## src/rtl/lb_pkg.sv

```systemverilog
// rtl/lb_pkg.sv - shared FSM state type and default widths for the localbus burst master
package lb_pkg;

    localparam int LB_ADDR_WIDTH = 24;
    localparam int LB_DATA_WIDTH = 32;
    localparam int LB_LEN_WIDTH  = 12;
    localparam int LB_PIPE_DEPTH = 16;
    localparam int LB_RESP_DEPTH = 32;

    typedef enum logic [1:0] {
        ST_IDLE  = 2'd0,
        ST_WRITE = 2'd1,
        ST_READ  = 2'd2,
        ST_DRAIN = 2'd3
    } lb_state_t;

endpackage

```

## src/rtl/lb_burst_master_if.sv

```systemverilog
// rtl/lb_burst_master_if.sv - host command/data/response and localbus signal bundle
interface lb_burst_master_if
    import lb_pkg::*;
#(
    parameter int ADDR_WIDTH = LB_ADDR_WIDTH,
    parameter int DATA_WIDTH = LB_DATA_WIDTH,
    parameter int LEN_WIDTH  = LB_LEN_WIDTH,
    parameter int PIPE_DEPTH = LB_PIPE_DEPTH
);

    logic                             cmd_valid;
    logic                             cmd_ready;
    logic                             cmd_write;
    logic [ADDR_WIDTH-1:0]            cmd_addr;
    logic [LEN_WIDTH-1:0]             cmd_len;

    logic                             wr_valid;
    logic                             wr_ready;
    logic [DATA_WIDTH-1:0]            wr_data;

    logic                             rsp_valid;
    logic                             rsp_ready;
    logic [DATA_WIDTH-1:0]            rsp_data;
    logic                             rsp_last;

    logic                             lb_wren;
    logic [ADDR_WIDTH-1:0]            lb_waddr;
    logic [DATA_WIDTH-1:0]            lb_wdata;
    logic                             lb_rden;
    logic [ADDR_WIDTH-1:0]            lb_raddr;
    logic [PIPE_DEPTH-1:0]            lb_rden16;
    logic [PIPE_DEPTH-1:0]            lb_rdenlast16;
    logic [PIPE_DEPTH*ADDR_WIDTH-1:0] lb_raddr16;
    logic [DATA_WIDTH-1:0]            lb_rdata;
    logic                             lb_rvalid;
    logic                             lb_rvalidlast;

    modport master (
        input  cmd_valid, cmd_write, cmd_addr, cmd_len,
        output cmd_ready,
        input  wr_valid, wr_data,
        output wr_ready,
        output rsp_valid, rsp_data, rsp_last,
        input  rsp_ready,
        output lb_wren, lb_waddr, lb_wdata,
        output lb_rden, lb_raddr, lb_rden16, lb_rdenlast16, lb_raddr16,
        input  lb_rdata, lb_rvalid, lb_rvalidlast
    );

    modport slave (
        output cmd_valid, cmd_write, cmd_addr, cmd_len,
        input  cmd_ready,
        output wr_valid, wr_data,
        input  wr_ready,
        input  rsp_valid, rsp_data, rsp_last,
        output rsp_ready,
        input  lb_wren, lb_waddr, lb_wdata,
        input  lb_rden, lb_raddr, lb_rden16, lb_rdenlast16, lb_raddr16,
        output lb_rdata, lb_rvalid, lb_rvalidlast
    );

endinterface

```

## src/rtl/lb_burst_master_resp_fifo.sv

```systemverilog
// rtl/lb_burst_master_resp_fifo.sv - synchronous first-word-fall-through response FIFO with occupancy count
module lb_resp_fifo
    import lb_pkg::*;
#(
    parameter int WIDTH = LB_DATA_WIDTH + 1,
    parameter int DEPTH = LB_RESP_DEPTH
) (
    input  logic                     clk,
    input  logic                     reset,
    input  logic                     push,
    input  logic [WIDTH-1:0]         push_data,
    input  logic                     pop,
    output logic [WIDTH-1:0]         head,
    output logic                     valid,
    output logic [$clog2(DEPTH):0]   count
);

    localparam int PW = $clog2(DEPTH);
    localparam int CW = PW + 1;

    logic [WIDTH-1:0] mem [DEPTH];
    logic [PW-1:0]    wr_ptr;
    logic [PW-1:0]    rd_ptr;
    logic [CW-1:0]    cnt;
    logic             full;
    logic             do_pop;
    logic             do_push;

    assign full    = (cnt == CW'(DEPTH));
    assign do_pop  = pop && (cnt != '0);
    // A full FIFO still takes a word when the head leaves in the same cycle.
    assign do_push = push && (!full || do_pop);

    always_ff @(posedge clk) begin
        if (reset) begin
            wr_ptr <= '0;
            rd_ptr <= '0;
            cnt    <= '0;
        end else begin
            if (do_push) begin
                mem[wr_ptr] <= push_data;
                wr_ptr      <= wr_ptr + PW'(1);
            end
            if (do_pop) begin
                rd_ptr <= rd_ptr + PW'(1);
            end
            case ({do_push, do_pop})
                2'b10:   cnt <= cnt + CW'(1);
                2'b01:   cnt <= cnt - CW'(1);
                default: cnt <= cnt;
            endcase
        end
    end

    assign valid = (cnt != '0);
    assign head  = valid ? mem[rd_ptr] : '0;
    assign count = cnt;

endmodule

```

## src/rtl/lb_burst_master.sv

```systemverilog
// rtl/lb_burst_master.sv - turns host burst commands into localbus strobes and collects read returns
module lb_burst_master
    import lb_pkg::*;
#(
    parameter int ADDR_WIDTH = LB_ADDR_WIDTH,
    parameter int DATA_WIDTH = LB_DATA_WIDTH,
    parameter int LEN_WIDTH  = LB_LEN_WIDTH,
    parameter int PIPE_DEPTH = LB_PIPE_DEPTH,
    parameter int RESP_DEPTH = LB_RESP_DEPTH
) (
    input  logic              clk,
    input  logic              reset,
    lb_burst_master_if.master bus,
    output logic              busy,
    output logic              err_spurious
);

    localparam int CNT_W   = $clog2(RESP_DEPTH) + 1;
    localparam int GUARD_W = $clog2(2 * PIPE_DEPTH + 1);
    localparam logic [GUARD_W-1:0] GUARD_END = GUARD_W'(2 * PIPE_DEPTH);
    localparam logic [CNT_W:0]     CREDIT    = (CNT_W + 1)'(RESP_DEPTH);

    lb_state_t                        state;
    logic [ADDR_WIDTH-1:0]            addr;
    logic [LEN_WIDTH-1:0]             remaining;
    logic [CNT_W-1:0]                 outstanding;
    logic [CNT_W-1:0]                 fifo_count;
    logic [GUARD_W-1:0]               guard_cnt;

    logic                             wren_q;
    logic [ADDR_WIDTH-1:0]            waddr_q;
    logic [DATA_WIDTH-1:0]            wdata_q;
    logic [ADDR_WIDTH-1:0]            raddr_q;
    logic [PIPE_DEPTH-1:0]            rden_pipe;
    logic [PIPE_DEPTH-1:0]            rdenlast_pipe;
    logic [PIPE_DEPTH*ADDR_WIDTH-1:0] raddr_pipe;

    logic                             credit_ok;
    logic                             issue;
    logic                             wr_beat;
    logic                             ret_ok;
    logic                             spurious;
    logic [DATA_WIDTH:0]              fifo_head;

    // Reads already in flight plus words parked in the FIFO may never exceed its depth.
    assign credit_ok = ({1'b0, outstanding} + {1'b0, fifo_count}) < CREDIT;
    assign issue     = (state == ST_READ) && credit_ok;
    assign wr_beat   = (state == ST_WRITE) && bus.wr_valid;
    assign ret_ok    = bus.lb_rvalid && (outstanding != '0);
    // Returns from a burst abandoned by reset may still trickle in; stay quiet until they have flushed.
    assign spurious  = bus.lb_rvalid && (outstanding == '0) && (guard_cnt == GUARD_END);

    always_ff @(posedge clk) begin
        if (reset) begin
            state     <= ST_IDLE;
            addr      <= '0;
            remaining <= '0;
        end else begin
            case (state)
                ST_IDLE: begin
                    if (bus.cmd_valid) begin
                        addr      <= bus.cmd_addr;
                        remaining <= bus.cmd_len;
                        state     <= bus.cmd_write ? ST_WRITE : ST_READ;
                    end
                end
                ST_WRITE: begin
                    if (bus.wr_valid) begin
                        addr      <= addr + ADDR_WIDTH'(1);
                        remaining <= remaining - LEN_WIDTH'(1);
                        if (remaining == '0) state <= ST_IDLE;
                    end
                end
                ST_READ: begin
                    if (credit_ok) begin
                        addr      <= addr + ADDR_WIDTH'(1);
                        remaining <= remaining - LEN_WIDTH'(1);
                        if (remaining == '0) state <= ST_DRAIN;
                    end
                end
                ST_DRAIN: begin
                    if (outstanding == '0) state <= ST_IDLE;
                end
                default: state <= ST_IDLE;
            endcase
        end
    end

    always_ff @(posedge clk) begin
        if (reset) begin
            wren_q        <= 1'b0;
            waddr_q       <= '0;
            wdata_q       <= '0;
            raddr_q       <= '0;
            rden_pipe     <= '0;
            rdenlast_pipe <= '0;
            raddr_pipe    <= '0;
            outstanding   <= '0;
            err_spurious  <= 1'b0;
            guard_cnt     <= '0;
        end else begin
            wren_q        <= wr_beat;
            waddr_q       <= wr_beat ? addr : '0;
            wdata_q       <= wr_beat ? bus.wr_data : '0;
            raddr_q       <= issue ? addr : '0;
            rden_pipe     <= {rden_pipe[PIPE_DEPTH-2:0], issue};
            rdenlast_pipe <= {rdenlast_pipe[PIPE_DEPTH-2:0], issue && (remaining == '0)};
            raddr_pipe    <= {raddr_pipe[(PIPE_DEPTH-1)*ADDR_WIDTH-1:0], raddr_q};
            case ({issue, ret_ok})
                2'b10:   outstanding <= outstanding + CNT_W'(1);
                2'b01:   outstanding <= outstanding - CNT_W'(1);
                default: outstanding <= outstanding;
            endcase
            if (spurious) err_spurious <= 1'b1;
            if (guard_cnt != GUARD_END) guard_cnt <= guard_cnt + GUARD_W'(1);
        end
    end

    lb_resp_fifo #(
        .WIDTH (DATA_WIDTH + 1),
        .DEPTH (RESP_DEPTH)
    ) u_resp_fifo (
        .clk       (clk),
        .reset     (reset),
        .push      (ret_ok),
        .push_data ({bus.lb_rvalidlast, bus.lb_rdata}),
        .pop       (bus.rsp_ready),
        .head      (fifo_head),
        .valid     (bus.rsp_valid),
        .count     (fifo_count)
    );

    assign bus.rsp_data      = fifo_head[DATA_WIDTH-1:0];
    assign bus.rsp_last      = fifo_head[DATA_WIDTH];
    assign bus.cmd_ready     = (state == ST_IDLE);
    assign bus.wr_ready      = (state == ST_WRITE);
    assign bus.lb_wren       = wren_q;
    assign bus.lb_waddr      = waddr_q;
    assign bus.lb_wdata      = wdata_q;
    assign bus.lb_rden       = rden_pipe[0];
    assign bus.lb_raddr      = raddr_q;
    assign bus.lb_rden16     = rden_pipe;
    assign bus.lb_rdenlast16 = rdenlast_pipe;
    assign bus.lb_raddr16    = raddr_pipe;
    assign busy              = (state != ST_IDLE) || (outstanding != '0);

endmodule

```

## src/flat_wrapper.sv

```systemverilog
// flat-port wrapper written by rule: the top's interface ports become plain ports
module lb_burst_master_flat import lb_pkg::*;
#(
    parameter int ADDR_WIDTH = LB_ADDR_WIDTH,
    parameter int DATA_WIDTH = LB_DATA_WIDTH,
    parameter int LEN_WIDTH  = LB_LEN_WIDTH,
    parameter int PIPE_DEPTH = LB_PIPE_DEPTH,
    parameter int RESP_DEPTH = LB_RESP_DEPTH
)
  (clk, reset, busy, err_spurious, bus_cmd_valid, bus_cmd_write, bus_cmd_addr, bus_cmd_len, bus_cmd_ready, bus_wr_valid, bus_wr_data, bus_wr_ready, bus_rsp_valid, bus_rsp_data, bus_rsp_last, bus_rsp_ready, bus_lb_wren, bus_lb_waddr, bus_lb_wdata, bus_lb_rden, bus_lb_raddr, bus_lb_rden16, bus_lb_rdenlast16, bus_lb_raddr16, bus_lb_rdata, bus_lb_rvalid, bus_lb_rvalidlast);
  lb_burst_master_if #(.ADDR_WIDTH(ADDR_WIDTH), .DATA_WIDTH(DATA_WIDTH), .LEN_WIDTH(LEN_WIDTH), .PIPE_DEPTH(PIPE_DEPTH)) bus_i ();
  input  logic clk;
  input  logic reset;
  output logic busy;
  output logic err_spurious;
  input wire logic [$bits(bus_i.cmd_valid)-1:0] bus_cmd_valid;
  input wire logic [$bits(bus_i.cmd_write)-1:0] bus_cmd_write;
  input wire logic [$bits(bus_i.cmd_addr)-1:0] bus_cmd_addr;
  input wire logic [$bits(bus_i.cmd_len)-1:0] bus_cmd_len;
  output wire logic [$bits(bus_i.cmd_ready)-1:0] bus_cmd_ready;
  input wire logic [$bits(bus_i.wr_valid)-1:0] bus_wr_valid;
  input wire logic [$bits(bus_i.wr_data)-1:0] bus_wr_data;
  output wire logic [$bits(bus_i.wr_ready)-1:0] bus_wr_ready;
  output wire logic [$bits(bus_i.rsp_valid)-1:0] bus_rsp_valid;
  output wire logic [$bits(bus_i.rsp_data)-1:0] bus_rsp_data;
  output wire logic [$bits(bus_i.rsp_last)-1:0] bus_rsp_last;
  input wire logic [$bits(bus_i.rsp_ready)-1:0] bus_rsp_ready;
  output wire logic [$bits(bus_i.lb_wren)-1:0] bus_lb_wren;
  output wire logic [$bits(bus_i.lb_waddr)-1:0] bus_lb_waddr;
  output wire logic [$bits(bus_i.lb_wdata)-1:0] bus_lb_wdata;
  output wire logic [$bits(bus_i.lb_rden)-1:0] bus_lb_rden;
  output wire logic [$bits(bus_i.lb_raddr)-1:0] bus_lb_raddr;
  output wire logic [$bits(bus_i.lb_rden16)-1:0] bus_lb_rden16;
  output wire logic [$bits(bus_i.lb_rdenlast16)-1:0] bus_lb_rdenlast16;
  output wire logic [$bits(bus_i.lb_raddr16)-1:0] bus_lb_raddr16;
  input wire logic [$bits(bus_i.lb_rdata)-1:0] bus_lb_rdata;
  input wire logic [$bits(bus_i.lb_rvalid)-1:0] bus_lb_rvalid;
  input wire logic [$bits(bus_i.lb_rvalidlast)-1:0] bus_lb_rvalidlast;
  assign bus_i.cmd_valid = bus_cmd_valid;
  assign bus_i.cmd_write = bus_cmd_write;
  assign bus_i.cmd_addr = bus_cmd_addr;
  assign bus_i.cmd_len = bus_cmd_len;
  assign bus_cmd_ready = bus_i.cmd_ready;
  assign bus_i.wr_valid = bus_wr_valid;
  assign bus_i.wr_data = bus_wr_data;
  assign bus_wr_ready = bus_i.wr_ready;
  assign bus_rsp_valid = bus_i.rsp_valid;
  assign bus_rsp_data = bus_i.rsp_data;
  assign bus_rsp_last = bus_i.rsp_last;
  assign bus_i.rsp_ready = bus_rsp_ready;
  assign bus_lb_wren = bus_i.lb_wren;
  assign bus_lb_waddr = bus_i.lb_waddr;
  assign bus_lb_wdata = bus_i.lb_wdata;
  assign bus_lb_rden = bus_i.lb_rden;
  assign bus_lb_raddr = bus_i.lb_raddr;
  assign bus_lb_rden16 = bus_i.lb_rden16;
  assign bus_lb_rdenlast16 = bus_i.lb_rdenlast16;
  assign bus_lb_raddr16 = bus_i.lb_raddr16;
  assign bus_i.lb_rdata = bus_lb_rdata;
  assign bus_i.lb_rvalid = bus_lb_rvalid;
  assign bus_i.lb_rvalidlast = bus_lb_rvalidlast;
  lb_burst_master #(.ADDR_WIDTH(ADDR_WIDTH), .DATA_WIDTH(DATA_WIDTH), .LEN_WIDTH(LEN_WIDTH), .PIPE_DEPTH(PIPE_DEPTH), .RESP_DEPTH(RESP_DEPTH)) u_core (.clk(clk), .reset(reset), .bus(bus_i), .busy(busy), .err_spurious(err_spurious));
endmodule
```

## config.mk

```make
export PLATFORM = sky130hd
export DESIGN_NAME = lb_burst_master_flat
export DESIGN_NICKNAME = d
export VERILOG_FILES = /design/src/rtl/lb_pkg.sv /design/src/rtl/lb_burst_master_if.sv /design/src/rtl/lb_burst_master_resp_fifo.sv /design/src/rtl/lb_burst_master.sv /design/src/flat_wrapper.sv
export SDC_FILE = /design/constraint.sdc
export NUM_CORES = 2
export LEC_CHECK = 0
export BUFFER_PORTS_ARGS = -buffer_cell sky130_fd_sc_hd__buf_2
export CAP_MARGIN = 20
export CORE_MARGIN = 4
export CORE_UTILIZATION = 50
export CTS_BUF_LIST = sky130_fd_sc_hd__clkbuf_8
export DETAILED_ROUTE_END_ITERATION = 12
export HOLD_SLACK_MARGIN = 0.1
export PLACE_DENSITY = 0.7
export SLEW_MARGIN = 30
export SYNTH_ARGS = -nofsm -noshare
export SYNTH_HDL_FRONTEND = slang
export SYNTH_SLANG_ARGS = --single-unit
```

## constraint.sdc

```tcl
create_clock -name clk -period 5.68 [get_ports clk]
set_clock_uncertainty 0.15 [all_clocks]
set_input_delay 0.568 -clock clk [delete_from_list [all_inputs] [get_ports clk]]
set_output_delay 0.568 -clock clk [all_outputs]
set_load 0.005 [all_outputs]
```

==> flow_summary.yaml <==
status:
  run_status: "completed"
sta:
  tightest_slew_ps: 988
  fin_setup_tns_ps: 0
  slew_viol_final: 0
  finalHoldViolations: 0
  setup-violations-final: 0
  layout_worst_path_cycle_share: 0.891
  fin_crit_ps: 5060
  maxClockFrequency_ghz: 0.198
  grt_setup_unrepaired: "false"
  slew-limit-headroom: 0.339
place:
  port-buffer-count: 643
  place_congestion: 0.934
  detailed_place_hpwl_um: 101000
  placed_cells_incl_taps: 5311
synth:
  synth_cells: 3274
  synth_fp_nets: 3412
  synth.yosys.seq_area_share: 0.749
  synthFlopType: "sky130_fd_sc_hd__edfxtp_1"
  async_flop_share: 0
  ys_top_cells_by_area: "sky130_fd_sc_hd__edfxtp_1 55%, sky130_fd_sc_hd__dfxtp_1 20%, sky130_fd_sc_hd__mux4_2 10%"
  ys_ff_latch: 1625
  synth_cell_type_count: 76
  netlist.area_leader.share: 0.551
  number_of_flops_mapped_to_enable_cells_by_yosys: 1056
  synthesis.yosys.warnings: 0
  avg_cell_area_syn_um2: 17.6
  synth.cell_area_um2: 57600
  yosysTopAreaCell: "sky130_fd_sc_hd__edfxtp_1"
setup_path:
  critical_path.n_buffers_inverters: 2
  regToRegSetupSlack_ps: 1760
  worst-endpoint-required_ps: 4960
  critPathKind: "reg -> out"
  crit_path_max_fanout: 36
  rr_worst_depth: 10
  critPathLaunchType: "flop"
  endpoint_kind: "output pin"
  cpLargestDelayFamily: "compound AO/OA/AOI/OAI gates"
  cpMaxStageDelayCell: "sky130_fd_sc_hd__nand2_1"
  worst_ep_arrival_time_ps: 4340
  worstPathCellList: "buf_4 -> nor2_2 -> nand2_1 -> o22ai_1 -> a211o_1 -> a31oi_1 -> buf_2"
  reg2reg_from: "u_core.u_resp_fifo.count[5]$_SDFFE_PP0P_"
  critPathMaxStageDelay_ps: 810
  timing.rr.end: "u_core.outstanding[5]$_SDFFE_PP0P_"
route:
  drt_iter0_markers: 3335
  detail_route.wirelength_um: 153000
  postRouteAntennaNets: 0
  drtPass1Iterations: 8
  vias: 32647
  drc: 0
  routed_wire_length_per_instance_um: 26.0
  route.detailed.vias_per_inst: 5.54
layout:
  instances_no_fill: 5892
  area.growth.synth_to_final_pct: 20.2
  layout.nets: 4320
  layout-drive-gt1-share: 0.319
floorplanning:
  initial_core_util: 0.504
  fp.dieH_um: 347
  coreArea_um2: 114000
  fp-row-count: 124
  die_x_um: 347
  design.die.area_um2: 121000
  boundaryPins: 644
clock_tree:
  tritoncts: "yes"
  clock_insertion_delay_worst_skew_ps: 930
  clock_tree.buffer_depth: 4
  cts.clk_slew.worst_paths_ps: 60
  cts_made_buffers: 274
  cts.sinks: 1625
  cts.root.buffer_cell: "sky130_fd_sc_hd__clkbuf_8"
  cts_resized: 0
  cts.htree.levels: 5
grt:
  groute.usage.overall: 0.251
  antenna_violations_before_repair: 13
  grt_overflow_total: 0
  grt_max_degree: 217
  grt_pass1_vias: 32584
  grt_first_pass_wirelength_um: 224000
power:
  p_leak_nw: 25.3
  power_density_nw_per_um2: 412
  vdd.ir_drop.worst_uv: 382
worst_hold_path:
  worstHoldPathCells: 6
  holdCritPathClass: "in -> reg"
  hold_path.startpoint: "bus_cmd_valid"
  min_to: "u_core.state[0]$_SDFFE_PP0P_"
job:
  max_cap_violations: 0
## layout by cell type, fill, tap and decap left out, types with 54 or more instances in the layout
master                          synthesis  final
sky130_fd_sc_hd__edfxtp_1            1056   1056
sky130_fd_sc_hd__a21oi_1               57     57
sky130_fd_sc_hd__a22oi_1               66     66
sky130_fd_sc_hd__and2_1                85     84
sky130_fd_sc_hd__dlygate4sd3_1          0    107
sky130_fd_sc_hd__buf_2                 20    642
sky130_fd_sc_hd__nand2_1               54     54
sky130_fd_sc_hd__nor2b_1              427    424
sky130_fd_sc_hd__mux4_2               264    264
sky130_fd_sc_hd__inv_1                 26    107
sky130_fd_sc_hd__clkbuf_8               0    305
sky130_fd_sc_hd__dfxtp_1              569    565
## worst max-delay path by stage
stage / end / from / cells after the start
final: bus_rsp_data[21] / flop / 7
after global routing: bus_rsp_data[21] / flop / 7
after detailed placement: bus_rsp_data[19] / flop / 7
after global placement: bus_rsp_data[19] / flop / 7
after CTS: bus_rsp_data[19] / flop / 7
after floorplan: u_core.u_resp_fifo.mem[15][0]$_DFFE_PP_ / bus_rsp_ready / 5
## report_power, final
group	leakage [nW]	total [mW]	switching [mW]	internal, mW
registers	14.1	13.2	0.372	12.9
clock network	2.90	9.62	4.48	5.14
logic	8.35	5.64	3.21	2.44
total	25.3	28.5	8.05	20.4
## layout make-up
class | instances | area (µm²)
Clock buffer | 305 | 4200
Multi-Input combinational cell | 1433 | 13900
Sequential cell | 1625 | 43100
Antenna cell | 10 | 25.0
Timing Repair Buffer | 818 | 5210
Clock inverter | 159 | 822
Fill cell | 8298 | 45100
Inverter | 30 | 113
Tap cell | 1512 | 1890
## logic make-up (layout without fill, tap and decap cells)
family,Yosys count,in the layout,synth area share
compound gates,346,346,0.0411
xor+xnor,16,16,0.00243
fa+ha+maj,30,30,0.00678
buf+inv,216,1312,0.0159
flops,1625,1625,0.749
mux,303,303,0.110
other cells,0,10,0
simple gates,738,738,0.0752
## cells in the mapped netlist, drive strengths merged, types with 4 or more instances
master   count
and2        85
or3          8
a21oi       58
or4          4
buf         56
edfxtp    1056
nor3b        5
nand4        6
dfxtp      569
a31oi       41
a311oi       4
nand3       24
a211oi      14
inv         29
mux4       264
nand2b       4
a22oi       66
nand2       54
a211o       35
xor2         6
o22ai       40
o21ai       45
nor2b      427
o21a         4
nor3        14
clkbuf     130
ha          28
and4         4
xnor2       10
nor2        77
mux2i       38
and3         8
o32ai        8
o2bb2ai      4
## stage by stage
| step | util | hold slack (ps) | setup slack (ps) | total power [mW] | area [µm²] |
|---|---|---|---|---|---|
| after global placement | 0.548 | 287 | 1760 | 19.0 | 62700 |
| after global routing | 0.605 | 181 | 587 | 29.7 | 69200 |
| after CTS | 0.605 | 113 | 684 | 28.7 | 69200 |
| final | 0.605 | 208 | 621 | 28.5 | 69200 |
| after detailed placement | 0.552 | 294 | 1710 | 19.1 | 63100 |
| after floorplan | - | 291 | 2030 | 17.1 | 57600 |
## flip-flops by register name (all words and copies together) (netlist names), named ones only
| signal | cells |
|---|---|
| u_core.u_resp_fifo.rd_ptr | 5 |
| u_core.state | 2 |
| u_core.guard_cnt | 6 |
| u_core.bus.lb_wren | 1 |
| u_core.bus.lb_raddr16 | 384 |
| u_core.addr | 24 |
| u_core.u_resp_fifo.mem | 1056 |
| u_core.bus.lb_rdenlast16 | 16 |
| u_core.err_spurious | 1 |
| u_core.u_resp_fifo.wr_ptr | 5 |
| u_core.u_resp_fifo.count | 6 |
| u_core.bus.lb_wdata | 32 |
| u_core.bus.lb_raddr | 24 |
| u_core.outstanding | 6 |
| u_core.remaining | 12 |
| u_core.bus.lb_rden16 | 16 |
| u_core.bus.lb_waddr | 24 |
## worst min-delay path: stages
cell and delay (ps):
sky130_fd_sc_hd__buf_2 100, sky130_fd_sc_hd__inv_1 40, sky130_fd_sc_hd__a222oi_1 130, sky130_fd_sc_hd__o21a_1 170
sky130_fd_sc_hd__a21oi_1 150, sky130_fd_sc_hd__a311oi_1 60
## what timing repair did
item                       CTS  global route
buffers inserted             0             0
hold buffers               107             0
hold endpoints to repair  1162             0
## per-layer routing
| layer | routed length (µm) | share of wire | vias up | global-route usage |
|---|---|---|---|---|
| met5 | 34 | 0.00022 | - | 0 |
| met4 | 4370 | 0.028 | 6 | 0.0810 |
| li1 | - | - | 14342 | - |
| met3 | 11900 | 0.077 | 295 | 0.0519 |
| met2 | 73300 | 0.48 | 1566 | 0.397 |
| met1 | 63800 | 0.42 | 16438 | 0.353 |
Note: power is estimated with default switching activity, not from simulation.
